File: config.mk
export PLATFORM = sky130hd
export DESIGN_NAME = pix_decoder_stream
export DESIGN_NICKNAME = d
export VERILOG_FILES = /design/src/rtl/pix_pkg.sv /design/src/rtl/pix_palette_rf.sv /design/src/rtl/pix_decoder_stream.sv
export SDC_FILE = /design/constraint.sdc
export NUM_CORES = 1
export LEC_CHECK = 0
export CORE_MARGIN = 10
export CORE_UTILIZATION = 63
export CTS_CLUSTER_SIZE = 8
export DETAILED_ROUTE_END_ITERATION = 16
export DONT_BUFFER_PORTS = 1
export PLACE_DENSITY_LB_ADDON = 0.25
export SYNTH_ARGS = -nofsm -noshare
export SYNTH_HDL_FRONTEND = slang
export SYNTH_SLANG_ARGS = --single-unit
File: constraint.sdc
create_clock -name clk -period 1.85 [get_ports clk]
set_input_delay 0.2775 -clock clk [delete_from_list [all_inputs] [get_ports clk]]
set_output_delay 0.2775 -clock clk [all_outputs]
set_load 0.1 [all_outputs]
File: src/rtl/pix_pkg.sv
// Shared definitions for the palette pixel decoder.
//   - Mode numbers for the three palette modes used by the product.
//   - Reset-time palette values (HI for the all-ones index, MID for the others).
//   - Default mode-enable mask.
//   - default_entry(): the reset value of one palette entry.
package pix_pkg;

    localparam int MODE_LOGO  = 7;
    localparam int MODE_CUBES = 6;
    localparam int MODE_CHOCO = 1;

    localparam logic [7:0] LOGO_HI = 8'hFF;
    localparam logic [7:0] LOGO_MID = 8'h64;
    localparam logic [7:0] STD_HI = 8'h96;
    localparam logic [7:0] STD_MID = 8'h32;

    localparam logic [7:0] DEF_MODE_EN = 8'b1100_0010;

    // Index 0 is always black.
    // The all-ones index gets HI, and every other index gets MID.
    // Disabled modes hold zero everywhere.
    function automatic logic [7:0] default_entry(input logic en,
                                                 input logic is_logo,
                                                 input logic idx_zero,
                                                 input logic idx_ones);
        logic [7:0] v;
        v = 8'h00;
        if (en && !idx_zero) begin
            if (idx_ones) v = is_logo ? LOGO_HI : STD_HI;
            else          v = is_logo ? LOGO_MID : STD_MID;
        end
        return v;
    endfunction

endpackage

File: src/rtl/pix_palette_rf.sv
// Palette register file: 2**SEL_W modes x 2**IDX_W entries, PIX_W bits each.
// A read is combinational. A write takes effect at the clock edge, so a read
// of the same entry in that cycle still returns the old value.
// The asynchronous reset reloads the default palette.
// Ports:
//   clk, rst_n           clock, asynchronous active-low reset
//   we, wsel, widx, wdata write strobe, mode, entry, value
//   rsel, ridx, rdata     read mode, entry, value
module pix_palette_rf
    import pix_pkg::*;
#(
    parameter int IDX_W = 2,
    parameter int PIX_W = 8,
    parameter int SEL_W = 3,
    parameter logic [(2**SEL_W)-1:0] MODE_EN = DEF_MODE_EN
) (
    input  logic             clk,
    input  logic             rst_n,
    input  logic             we,
    input  logic [SEL_W-1:0] wsel,
    input  logic [IDX_W-1:0] widx,
    input  logic [PIX_W-1:0] wdata,
    input  logic [SEL_W-1:0] rsel,
    input  logic [IDX_W-1:0] ridx,
    output logic [PIX_W-1:0] rdata
);

    localparam int NSEL = 2**SEL_W;
    localparam int NIDX = 2**IDX_W;

    logic [PIX_W-1:0] mem [NSEL][NIDX];

    always_ff @(posedge clk or negedge rst_n) begin
        if (!rst_n) begin
            for (int s = 0; s < NSEL; s++) begin
                for (int i = 0; i < NIDX; i++) begin
                    mem[s][i] <= PIX_W'(default_entry(MODE_EN[s], s == MODE_LOGO,
                                                      i == 0, i == NIDX - 1));
                end
            end
        end else if (we && MODE_EN[wsel]) begin
            // Writes to disabled modes are dropped, so those entries stay zero.
            mem[wsel][widx] <= wdata;
        end
    end

    assign rdata = mem[rsel][ridx];

endmodule

File: src/rtl/pix_decoder_stream.sv
// Streaming palette decoder.
// Each accepted (s_sel, s_idx) pixel is looked up in the palette and
// registered into a single output stage, which gives a latency of one cycle.
// Handshake: a beat transfers on a channel when valid && ready are both high
// at the rising edge. While valid is high and ready is low, the producer
// holds its payload stable.
// Ports:
//   clk, rst_n                      clock, asynchronous active-low reset
//   s_valid/s_ready/s_idx/s_sel/s_last   input pixel stream
//   m_valid/m_ready/m_pix/m_last         decoded output stream
//   cfg_we/cfg_sel/cfg_idx/cfg_data      palette write port
//   err_sel, err_clr                sticky disabled-mode flag and its clear
//   frame_cnt                       count of accepted s_last beats (wraps)
module pix_decoder_stream
    import pix_pkg::*;
#(
    parameter int IDX_W = 2,
    parameter int PIX_W = 8,
    parameter int SEL_W = 3,
    parameter logic [(2**SEL_W)-1:0] MODE_EN = DEF_MODE_EN
) (
    input  logic             clk,
    input  logic             rst_n,
    input  logic             s_valid,
    output logic             s_ready,
    input  logic [IDX_W-1:0] s_idx,
    input  logic [SEL_W-1:0] s_sel,
    input  logic             s_last,
    output logic             m_valid,
    input  logic             m_ready,
    output logic [PIX_W-1:0] m_pix,
    output logic             m_last,
    input  logic             cfg_we,
    input  logic [SEL_W-1:0] cfg_sel,
    input  logic [IDX_W-1:0] cfg_idx,
    input  logic [PIX_W-1:0] cfg_data,
    output logic             err_sel,
    input  logic             err_clr,
    output logic [15:0]      frame_cnt
);

    logic [PIX_W-1:0] pal_data;
    logic             mode_ok;
    logic             in_xfer;

    pix_palette_rf #(
        .IDX_W   (IDX_W),
        .PIX_W   (PIX_W),
        .SEL_W   (SEL_W),
        .MODE_EN (MODE_EN)
    ) u_palette (
        .clk   (clk),
        .rst_n (rst_n),
        .we    (cfg_we),
        .wsel  (cfg_sel),
        .widx  (cfg_idx),
        .wdata (cfg_data),
        .rsel  (s_sel),
        .ridx  (s_idx),
        .rdata (pal_data)
    );

    // The output register can take a new beat when it is empty or is being
    // drained in this same cycle.
    assign s_ready = !m_valid || m_ready;
    assign in_xfer = s_valid && s_ready;
    assign mode_ok = MODE_EN[s_sel];

    always_ff @(posedge clk or negedge rst_n) begin
        if (!rst_n) begin
            m_valid <= 1'b0;
            m_pix   <= '0;
            m_last  <= 1'b0;
        end else if (in_xfer) begin
            m_valid <= 1'b1;
            m_pix   <= mode_ok ? pal_data : '0;
            m_last  <= s_last;
        end else if (m_ready) begin
            m_valid <= 1'b0;
        end
    end

    // A new error takes priority over a clear in the same cycle.
    always_ff @(posedge clk or negedge rst_n) begin
        if (!rst_n) begin
            err_sel <= 1'b0;
        end else if (in_xfer && !mode_ok) begin
            err_sel <= 1'b1;
        end else if (err_clr) begin
            err_sel <= 1'b0;
        end
    end

    always_ff @(posedge clk or negedge rst_n) begin
        if (!rst_n) begin
            frame_cnt <= 16'd0;
        end else if (in_xfer && s_last) begin
            frame_cnt <= frame_cnt + 16'd1;
        end
    end

endmodule

==> flow_metrics.tcl <==
set metrics [dict create \
    grt_pass1_wl_mm 37.08 \
    min_period_ns 1.780 \
    cts_tree "built" \
    final_cell_area_um2 12750 \
    slew_headroom_pct 52.75 \
    place_hpwl_mm 14.12 \
    overflow 0 \
    end_kind "primary output" \
    area_growth_pct 10.58 \
    dpl_cell_area_um2 11390 \
    viasPerCell 5.933 \
    htree_levels 2 \
    hold_buffers 11 \
    wl_mm 22.52 \
    wl_per_cell_um 22.93 \
    whs_ns -0.5403 \
    netlist_area_um2 11530 \
    max_freq_mhz 561.7 \
    synthAdderAreaFrac_pct 0.1086 \
    outcome "complete, but fails checks" \
    synth_flop_cell "dfrtp_1" \
    dr.pass1.iters 4 \
    tns_ns 0 \
    cts_sinks 281 \
    antenna_found_initial 4 \
    yosys.area_share.xor_xnor_pct 1.140 \
    fin_crit_sh_pct 96.23 \
    fin_ws_ns 0.06978 \
    path_clk_slew_ns 0.05 \
    dieArea_um2 24110 \
    drive_above_1_share_pct 37.02 \
    clock_latency_ns 0.52 \
    fp-row-count 49 \
    tritoncts.num_buffers 41 \
    drc 0 \
    vias 5826 \
    ant_nets 0 \
    power_density_nw_per_um2 1238 \
    drtIter0Drc 459 \
    io_buffer_count 0 \
    grt.total_usage_pct 19.42 \
    die_x_um 155.3 \
    hold_class "input pin to async pin" \
    place_ws_ns 0.1128 \
    ios 53 \
    cp.required_ns 1.57 \
    ir_drop_mv 1.445 \
    first_global_vias 6562 \
    max_cap_viol_count 0 \
    p_leak_nw 5.909 \
    critical_path_class "register to primary output" \
    cp_max_fo 5 \
    synth_mux_area_share_pct 22.03 \
    ys_ff_latch 281 \
    tightest_slew_ns 0.7074 \
    layout.nets 746 \
    die_y_um 155.3 \
    final_common_cell "dfrtp_1" \
    final-setup-viol-count 0 \
    violations "hold timing" \
    clock_path_buffers 3 \
    seq_area_frac_synth_pct 61.38 \
    gp_congestion 0.7912 \
    synth_warnings 0 \
    start_util_pct 64.16 \
    drv_slew 0 \
    cp-start-kind "register" \
    ys_types 51 \
    synth-simple-area-share_pct 4.440 \
    reg2regPathDepth 7 \
    synth_edf_count 0 \
    cp.arrival_ns 1.50 \
    grt_max_degree 282 \
    synth_nets 844 \
    cts_root_buf "clkbuf_16" \
    fill_cells 1093 \
    mostFrequentLayoutCells "dfrtp_1, mux2_2, mux4_2" \
    coreArea_um2 17960 \
    synth_top_family_by_area "multiplexers" \
    async_reset_ff_share_pct 100.0 \
    clock_skew_ns 0.01170 \
    hold_viol 281 \
    synth-compound-area-share_pct 3.821 \
    synth_cells 818 \
    avgSynthCellArea_um2 14.09 \
]
-- through the flow --
step | power (mW) | std cells | util, %
final | 15.77 | 982 | 70.95
after global placement | 8.870 | 892 | 63.41
after CTS | 15.93 | 978 | 70.76
after global routing | 16.39 | 982 | 70.95
after floorplan | 8.651 | 818 | -
after detailed placement | 8.972 | 892 | 63.41
-- report_power, final --
| group | internal, mW | switching [mW] | total [mW] |
|---|---|---|---|
| sequential | 6.78 | 0.302 | 7.08 |
| clock | 4.30 | 2.53 | 6.83 |
| combinational | 0.756 | 1.10 | 1.86 |
-- repair_timing --
action | CTS | global route
endpoints found under the setup margin | 1 | 4
buffers inserted | 1 | 2
endpoints found under the hold margin | 381 | 281
gates resized for setup | 0 | 2
-- cell type report --
type | count | area [µm²] | area share, %
Tap cell | 229 | 286.5 | 2.248
Clock buffer | 72 | 1185 | 9.296
Timing Repair Buffer | 54 | 432.9 | 3.396
Antenna cell | 2 | 5.005 | 0.03927
Sequential cell | 281 | 7093 | 55.65
Inverter | 4 | 18.77 | 0.1472
Clock inverter | 2 | 17.52 | 0.1374
Multi-Input combinational cell | 338 | 3707 | 29.09
-- sequential cells by signal, summed over array words and instances (netlist names) --
name / cells
frame_cnt: 16
u_palette.mem: 254
m_last: 1
m_pix: 8
err_sel: 1
m_valid: 1
-- final timing paths --
kind	startpoint	end	slack, ns
min in group clk	s_idx[0]	m_pix[5]	0.02
max reg2reg	m_valid	m_pix[4]	0.10
min	rst_n	u_palette.mem[222]	-0.54
min reg2reg	u_palette.mem[137]	u_palette.mem[137]	0.37
max in group asynchronous	rst_n	u_palette.mem[41]	2.03
max	m_valid	s_ready	0.07
-- metal layers --
layer | track usage (%) | share of wire [%] | vias up
li1 | - | - | 2589
met3 | 4.770 | 5.4 | 48
met4 | 6.729 | 2.6 | 4
met5 | 0 | 0.12 | -
met1 | 26.37 | 44 | 3054
met2 | 30.17 | 48 | 131
-- Yosys cell counts (6+ instances only) --
| cell type | number | area [µm²] |
|---|---|---|
| dfrtp_1 | 247 | 6181 |
| nand4_1 | 8 | 50.05 |
| nor2b_1 | 7 | 43.79 |
| mux4_2 | 46 | 1036 |
| xnor2_1 | 6 | 52.55 |
| o221ai_1 | 6 | 52.55 |
| a22o_1 | 12 | 105.1 |
| xor2_1 | 9 | 78.83 |
| clkbuf_1 | 172 | 645.6 |
| buf_6 | 6 | 67.56 |
| nor2_2 | 6 | 37.54 |
| a32oi_1 | 6 | 52.55 |
| dfstp_2 | 34 | 893.4 |
| nor2_1 | 14 | 52.55 |
| mux2i_1 | 41 | 410.4 |
| buf_2 | 10 | 50.05 |
| nand2b_1 | 6 | 37.54 |
| mux2_2 | 76 | 855.8 |
| a22oi_1 | 18 | 135.1 |
| nand2_1 | 16 | 60.06 |
| mux2_1 | 21 | 236.5 |
-- worst max-delay path, stage by stage (launching register included) --
cell	delay, ns
dfrtp_4	0.40
nor2b_4	0.21
clkinvlp_4	0.14
buf_4	0.25
-- logic make-up after synthesis --
| group | Yosys count |
|---|---|
| AO/OA/AOI/OAI | 53 |
| XOR/XNOR | 15 |
| adder cells (fa/ha/maj) | 1 |
| buffers and inverters | 199 |
| flip-flops | 281 |
| multiplexers | 184 |
| AND/OR/NAND/NOR | 85 |
Note: power is estimated with default switching activity, not from simulation.
==> RTL edit 1, RTL diff (same settings) <==
`IDX_W` is set to 2 in 2 places; all go to 1. Comments in the files are not updated.
--- a/src/rtl/pix_palette_rf.sv
+++ b/src/rtl/pix_palette_rf.sv
@@ -10,5 +10,5 @@
     import pix_pkg::*;
 #(
-    parameter int IDX_W = 2,
+    parameter int IDX_W = 1,
     parameter int PIX_W = 8,
     parameter int SEL_W = 3,
--- a/src/rtl/pix_decoder_stream.sv
+++ b/src/rtl/pix_decoder_stream.sv
@@ -15,5 +15,5 @@
     import pix_pkg::*;
 #(
-    parameter int IDX_W = 2,
+    parameter int IDX_W = 1,
     parameter int PIX_W = 8,
     parameter int SEL_W = 3,
Ports: changed (resized cfg_idx and s_idx); port bits go from 53 to 51. The function was not compared with the original's and may differ.
==> RTL edit 1 against the original RTL <==
- the run still ends with negative hold slack left
- global-route usage down 2.0 points
- sequential power fell by 69%
- total power decreased by 69%
- wire length decreased by 68%
- non-clock buffer count decreased by 23
- worst setup slack improved by 0.18 ns
- cell area is 70% lower
- die area decreased by 64%
- area after synthesis is 71% lower
- sequential cell count fell by 206
- via count is 62% lower
- highest routed layer is now met4
==> RTL edit 1: results (changes against the original RTL) <==
metric	value	unit	change
run status	finished with violations		unchanged
violations in the final reports	negative hold slack		unchanged
biggest registers after layout	u_palette.mem x48, frame_cnt x16, m_pix x8		was u_palette.mem x254, frame_cnt x16, m_pix x8
clock edge transition at the registers on the reported setup and hold paths	0.08	ns	was 0.05 ns
clk_lat worst skew	0.35	ns	was 0.52 ns
total routed wire length on the met1 layer	3087	µm	was 9981 µm
met3 WL	616	µm	was 1213 µm
fraction of the yosys area taken by sequential cells	56.42	%	was 61.38%
met1 global-route usage	21.21	%	was 26.37%
number of setup buffers added after CTS	0		was 1
number of nets in the synthesized netlist	285		was 844
number of levels in the clock H-tree	3		was 2
via count of the first global-routing pass	2302		was 6562
area fraction in compound gates after synthesis	8.969	%	was 3.821%
top cell family by delay on the critical path	buffers and inverters		was flip-flops
Max Buffers Root-to-Sink	2		was 3
Switching Fraction	33.25	%	was 24.96%
final-report hold violation count	75		was 281
topmost layer with routed signal wires	met4		was met5
sequential fraction of design power	45.9	%	was 44.9%
GR Util met3	8.074	%	was 4.770%
Initial DRC Count	117		was 459
GP Congestion	0.7764		was 0.7912
antenna violations before repair	0		was 4
worst slack on hold paths	-0.3808	ns	was -0.5403 ns
Synth Area in XOR/XNOR	3.908	%	was 1.140%
crit-path max FO	7		was 5
[RTL edit 1: cell types whose count changed in the layout (fill, tap and decap cells not counted), moves of 12 or more]
cell / unedited run / this run
sky130_fd_sc_hd__dfrtp_1: 238 / 52
sky130_fd_sc_hd__mux4_2: 46 / 0
sky130_fd_sc_hd__clkbuf_16: 43 / 0
sky130_fd_sc_hd__mux2_2: 76 / 33
sky130_fd_sc_hd__mux2i_1: 41 / 0
sky130_fd_sc_hd__clkbuf_1: 29 / 0
sky130_fd_sc_hd__mux2_1: 21 / 0
sky130_fd_sc_hd__a22oi_1: 18 / 0
sky130_fd_sc_hd__dfstp_2: 34 / 16
sky130_fd_sc_hd__mux2_4: 0 / 16
sky130_fd_sc_hd__a22o_1: 12 / 0
sky130_fd_sc_hd__buf_4: 43 / 31
sky130_fd_sc_hd__clkbuf_8: 0 / 12
[RTL edit 1: path summary, 6_finish.rpt]
kind | from | to | slack (ns) | depth (start not counted)
max | m_valid$_DFFE_PN0P_ | s_ready | 0.25 | 3
min | rst_n | m_pix[6]$_DFFE_PN0N_ | -0.38 | 0
max reg2reg | frame_cnt[0]$_DFFE_PN0P_ | frame_cnt[12]$_DFFE_PN0P_ | 0.32 | 4
min reg2reg | m_last$_DFFE_PN0N_ | m_last$_DFFE_PN0N_ | 0.48 | 2
max in group asynchronous | rst_n | u_palette.mem[5]$_DFFE_PN1P_ | 2.04 | 0
min in group clk | err_clr | err_sel$_DFFE_PN0P_ | 0.03 | 1
[RTL edit 1: logic make-up after synthesis]
| logic type | count (synthesis) |
|---|---|
| and+or+nand+nor | 64 |
| AOI/OAI and AO/OA | 42 |
| buffers and inverters | 15 |
| DFF | 75 |
| xor gates and xnor gates | 15 |
| muxes | 49 |
| adders and majority gates | 1 |
[RTL edit 1: final cells by class]
class	instances	area, µm²	area share [%]
inverter	3	11.26	0.2940
clock buffer	12	165.2	4.312
tap	70	87.58	2.287
multi-input combinational	171	1380	36.03
sequential	75	1906	49.76
timing repair buffer	31	232.7	6.076
clock inverter	4	47.55	1.241
[RTL edit 1: per-stage QoR]
step                      hold WS [ns]  setup TNS [ns]  cells  worst slack (ns)  area [µm²]
final                          -0.3808               0    366            0.2480        3830
after global routing           -0.4098               0    366            0.1888        3830
after CTS                      -0.3980               0    366            0.2351        3830
after detailed placement      -0.01529               0    350            0.2556        3617
after global placement        -0.01551               0    350            0.2783        3617
after floorplan               -0.01809       -0.009519    261         -0.009519        3374
[RTL edit 1: worst register-to-register path: cells and delay by family, from the launching register on]
family | cells | cell delay, ns
simple gates | 2 | 0.64
flops | 1 | 0.40
fa+ha+maj | 1 | 0.22
xor+xnor | 1 | 0.18
==> RTL edit 2, RTL diff (same settings) <==
Without the edit above. Register the input `cfg_idx` before use, with the module's reset. The logic sees it one clock later. The other inputs are not delayed to match.
--- a/src/rtl/pix_decoder_stream.sv
+++ b/src/rtl/pix_decoder_stream.sv
@@ -40,4 +40,14 @@
 );
 
+    logic [IDX_W-1:0] cfg_idx_q;
+
+    always_ff @(posedge clk or negedge rst_n) begin
+        if (!rst_n) begin
+            cfg_idx_q <= '0;
+        end else begin
+            cfg_idx_q <= cfg_idx;
+        end
+    end
+
     logic [PIX_W-1:0] pal_data;
     logic             mode_ok;
@@ -54,5 +64,5 @@
         .we    (cfg_we),
         .wsel  (cfg_sel),
-        .widx  (cfg_idx),
+        .widx  (cfg_idx_q),
         .wdata (cfg_data),
         .rsel  (s_sel),
Formal check against the unedited RTL: not equivalent (Yosys sat finds a counterexample within 4 cycles, from zero or initial values and one cycle with rst_n low).
==> RTL edit 2 against the original RTL <==
- the run still ends with negative hold slack left
- worst setup slack improved by 0.032 ns
- sequential cell count increased by 2
- wire length increased by 1.2%
- critical path depth increased by 2
- total power decreased by 0.44%
- cell area increased by 0.54%
- utilization increased by 0.14 points
- largest cell class unchanged
- sequential power increased by 1%
- critical endpoint is now frame_cnt[14]$_DFFE_PN0P_
- area after synthesis increased by 0.40%
- global-route usage about the same
==> RTL edit 2: results (changes against the original RTL) <==
metric	value	unit	change
met3 WL	1607	µm	was 1213 µm
Layout fillers	1138		was 1093
top area cells in the synthesized netlist	sky130_fd_sc_hd__dfrtp_1, sky130_fd_sc_hd__mux4_2, sky130_fd_sc_hd__dfstp_2		unchanged
number of nets in the synthesized netlist	846		was 844
Vias per Instance	5.932		was 5.933
actual transition at the worst max-transition pin	0.7349	ns	was 0.7074 ns
number of placed instances with taps included	896		was 892
area delta synth->final	10.74	%	was 10.58%
top cell family by delay on the critical path	simple AND/OR/NAND/NOR gates		was flip-flops
largest stage delay on the critical path	0.57	ns	was 0.40 ns
cell count after synthesis	820		was 818
worst slack at placement	0.1287	ns	was 0.1128 ns
CP max-delay cell	sky130_fd_sc_hd__or4_4		was sky130_fd_sc_hd__dfrtp_4
final clock skew	0.01507	ns	was 0.01170 ns
violations in the final reports	negative hold slack		unchanged
Worst VDD drop	1.641	mV	was 1.445 mV
fraction of the yosys area taken by sequential cells	61.56	%	was 61.38%
cts-stage hold buffer count	16		was 11
area post-placement	11450	µm²	was 11390 µm²
Yosys cell types	49		was 51
detailed-route via count	5885		was 5826
Leak	5.932	nW	was 5.909 nW
total met2 wirelength after detailed routing	10690	µm	was 10720 µm
global-route track usage on met2	29.94	%	was 30.17%
leading post-synthesis cells by instance count	sky130_fd_sc_hd__dfrtp_1, sky130_fd_sc_hd__clkbuf_1, sky130_fd_sc_hd__mux2_2		unchanged
via count of the first global-routing pass	6570		was 6562
DR WL/cell	22.98	µm	was 22.93 µm
Initial DRC Count	334		was 459
global router's overall resource usage	19.40	%	was 19.42%
run status	finished with violations		unchanged
final-report hold violation count	283		was 281
largest net degree at the start of global routing	284		was 282
signal arrival time at the worst endpoint	2.17	ns	was 1.50 ns
fraction of final layout cells sized beyond drive strength 1	36.76	%	was 37.02%
detailed placer's ending HPWL	14080	µm	was 14120 µm
number of iterations in the first detailed-routing pass	4		unchanged
worst slack on hold paths	-0.5482	ns	was -0.5403 ns
clock buffers created by TritonCTS	41		unchanged
Hold Path Class	input pin to asynchronous set/reset pin		unchanged
Worst Setup SP	m_valid$_DFFE_PN0P_		unchanged
crit-path max FO	6		was 5
antenna violations before repair	5		was 4
Largest register FFs	254		unchanged
met1 global-route usage	26.32	%	was 26.37%
first-pass GRT wire length	37070	µm	was 37080 µm
GP Congestion	0.7807		was 0.7912
Net count, final	756		was 746
total routed wire length on the met1 layer	10010	µm	was 9981 µm
number of levels in the clock H-tree	2		unchanged
GR Util met3	5.183	%	was 4.770%
-- RTL edit 2: timing repair --
| action | CTS | global route |
|---|---|---|
| pin swaps | 0 | 1 |
| hold endpoints to repair | 386 | 283 |
| gates resized for setup | 0 | 1 |
| setup endpoints to repair | 1 | 2 |
| buffers inserted | 3 | 1 |
-- RTL edit 2: cell type report --
type	instances	area share (%)
Clock inverter	3	0.1953
Multi-Input combinational cell	338	28.83
Sequential cell	283	55.74
Timing Repair Buffer	62	3.945
Tap cell	229	2.236
Antenna cell	4	0.07811
Clock buffer	69	8.826
Inverter	4	0.1465
-- RTL edit 2: logic make-up (layout without fill, tap and decap cells) --
family,Yosys count,in the layout,share of synthesized area [%]
AO/OA/AOI/OAI,53,53,3.806
XOR/XNOR,15,15,1.135
adder cells (fa/ha/maj),1,1,0.1081
buffers and inverters,199,138,7.039
flip-flops,283,283,61.56
multiplexers,184,184,21.94
other,0,4,0
AND/OR/NAND/NOR,85,85,4.411
-- RTL edit 2: where the power goes --
group / switching (mW) / internal (mW)
clock: 2.55 / 4.12
sequential: 0.314 / 6.84
combinational: 1.11 / 0.775
total: 3.97 / 11.7
-- RTL edit 2: path summary, 6_finish.rpt --
| kind | slack [ns] | depth (start not counted) | endpoint |
|---|---|---|---|
| worst max-delay path | 0.10 | 5 | frame_cnt[14]$_DFFE_PN0P_ |
| worst min-delay path | -0.55 | 0 | u_palette.mem[125]$_DFFE_PN0P_ |
| worst max register to register | 0.10 | 5 | frame_cnt[14]$_DFFE_PN0P_ |
| worst min register to register | 0.37 | 0 | u_palette.mem[239]$_DFFE_PN0P_ |
| max in group asynchronous | 1.94 | 0 | m_valid$_DFFE_PN0P_ |
| min in group clk | 0.03 | 2 | m_pix[5]$_DFFE_PN0P_ |
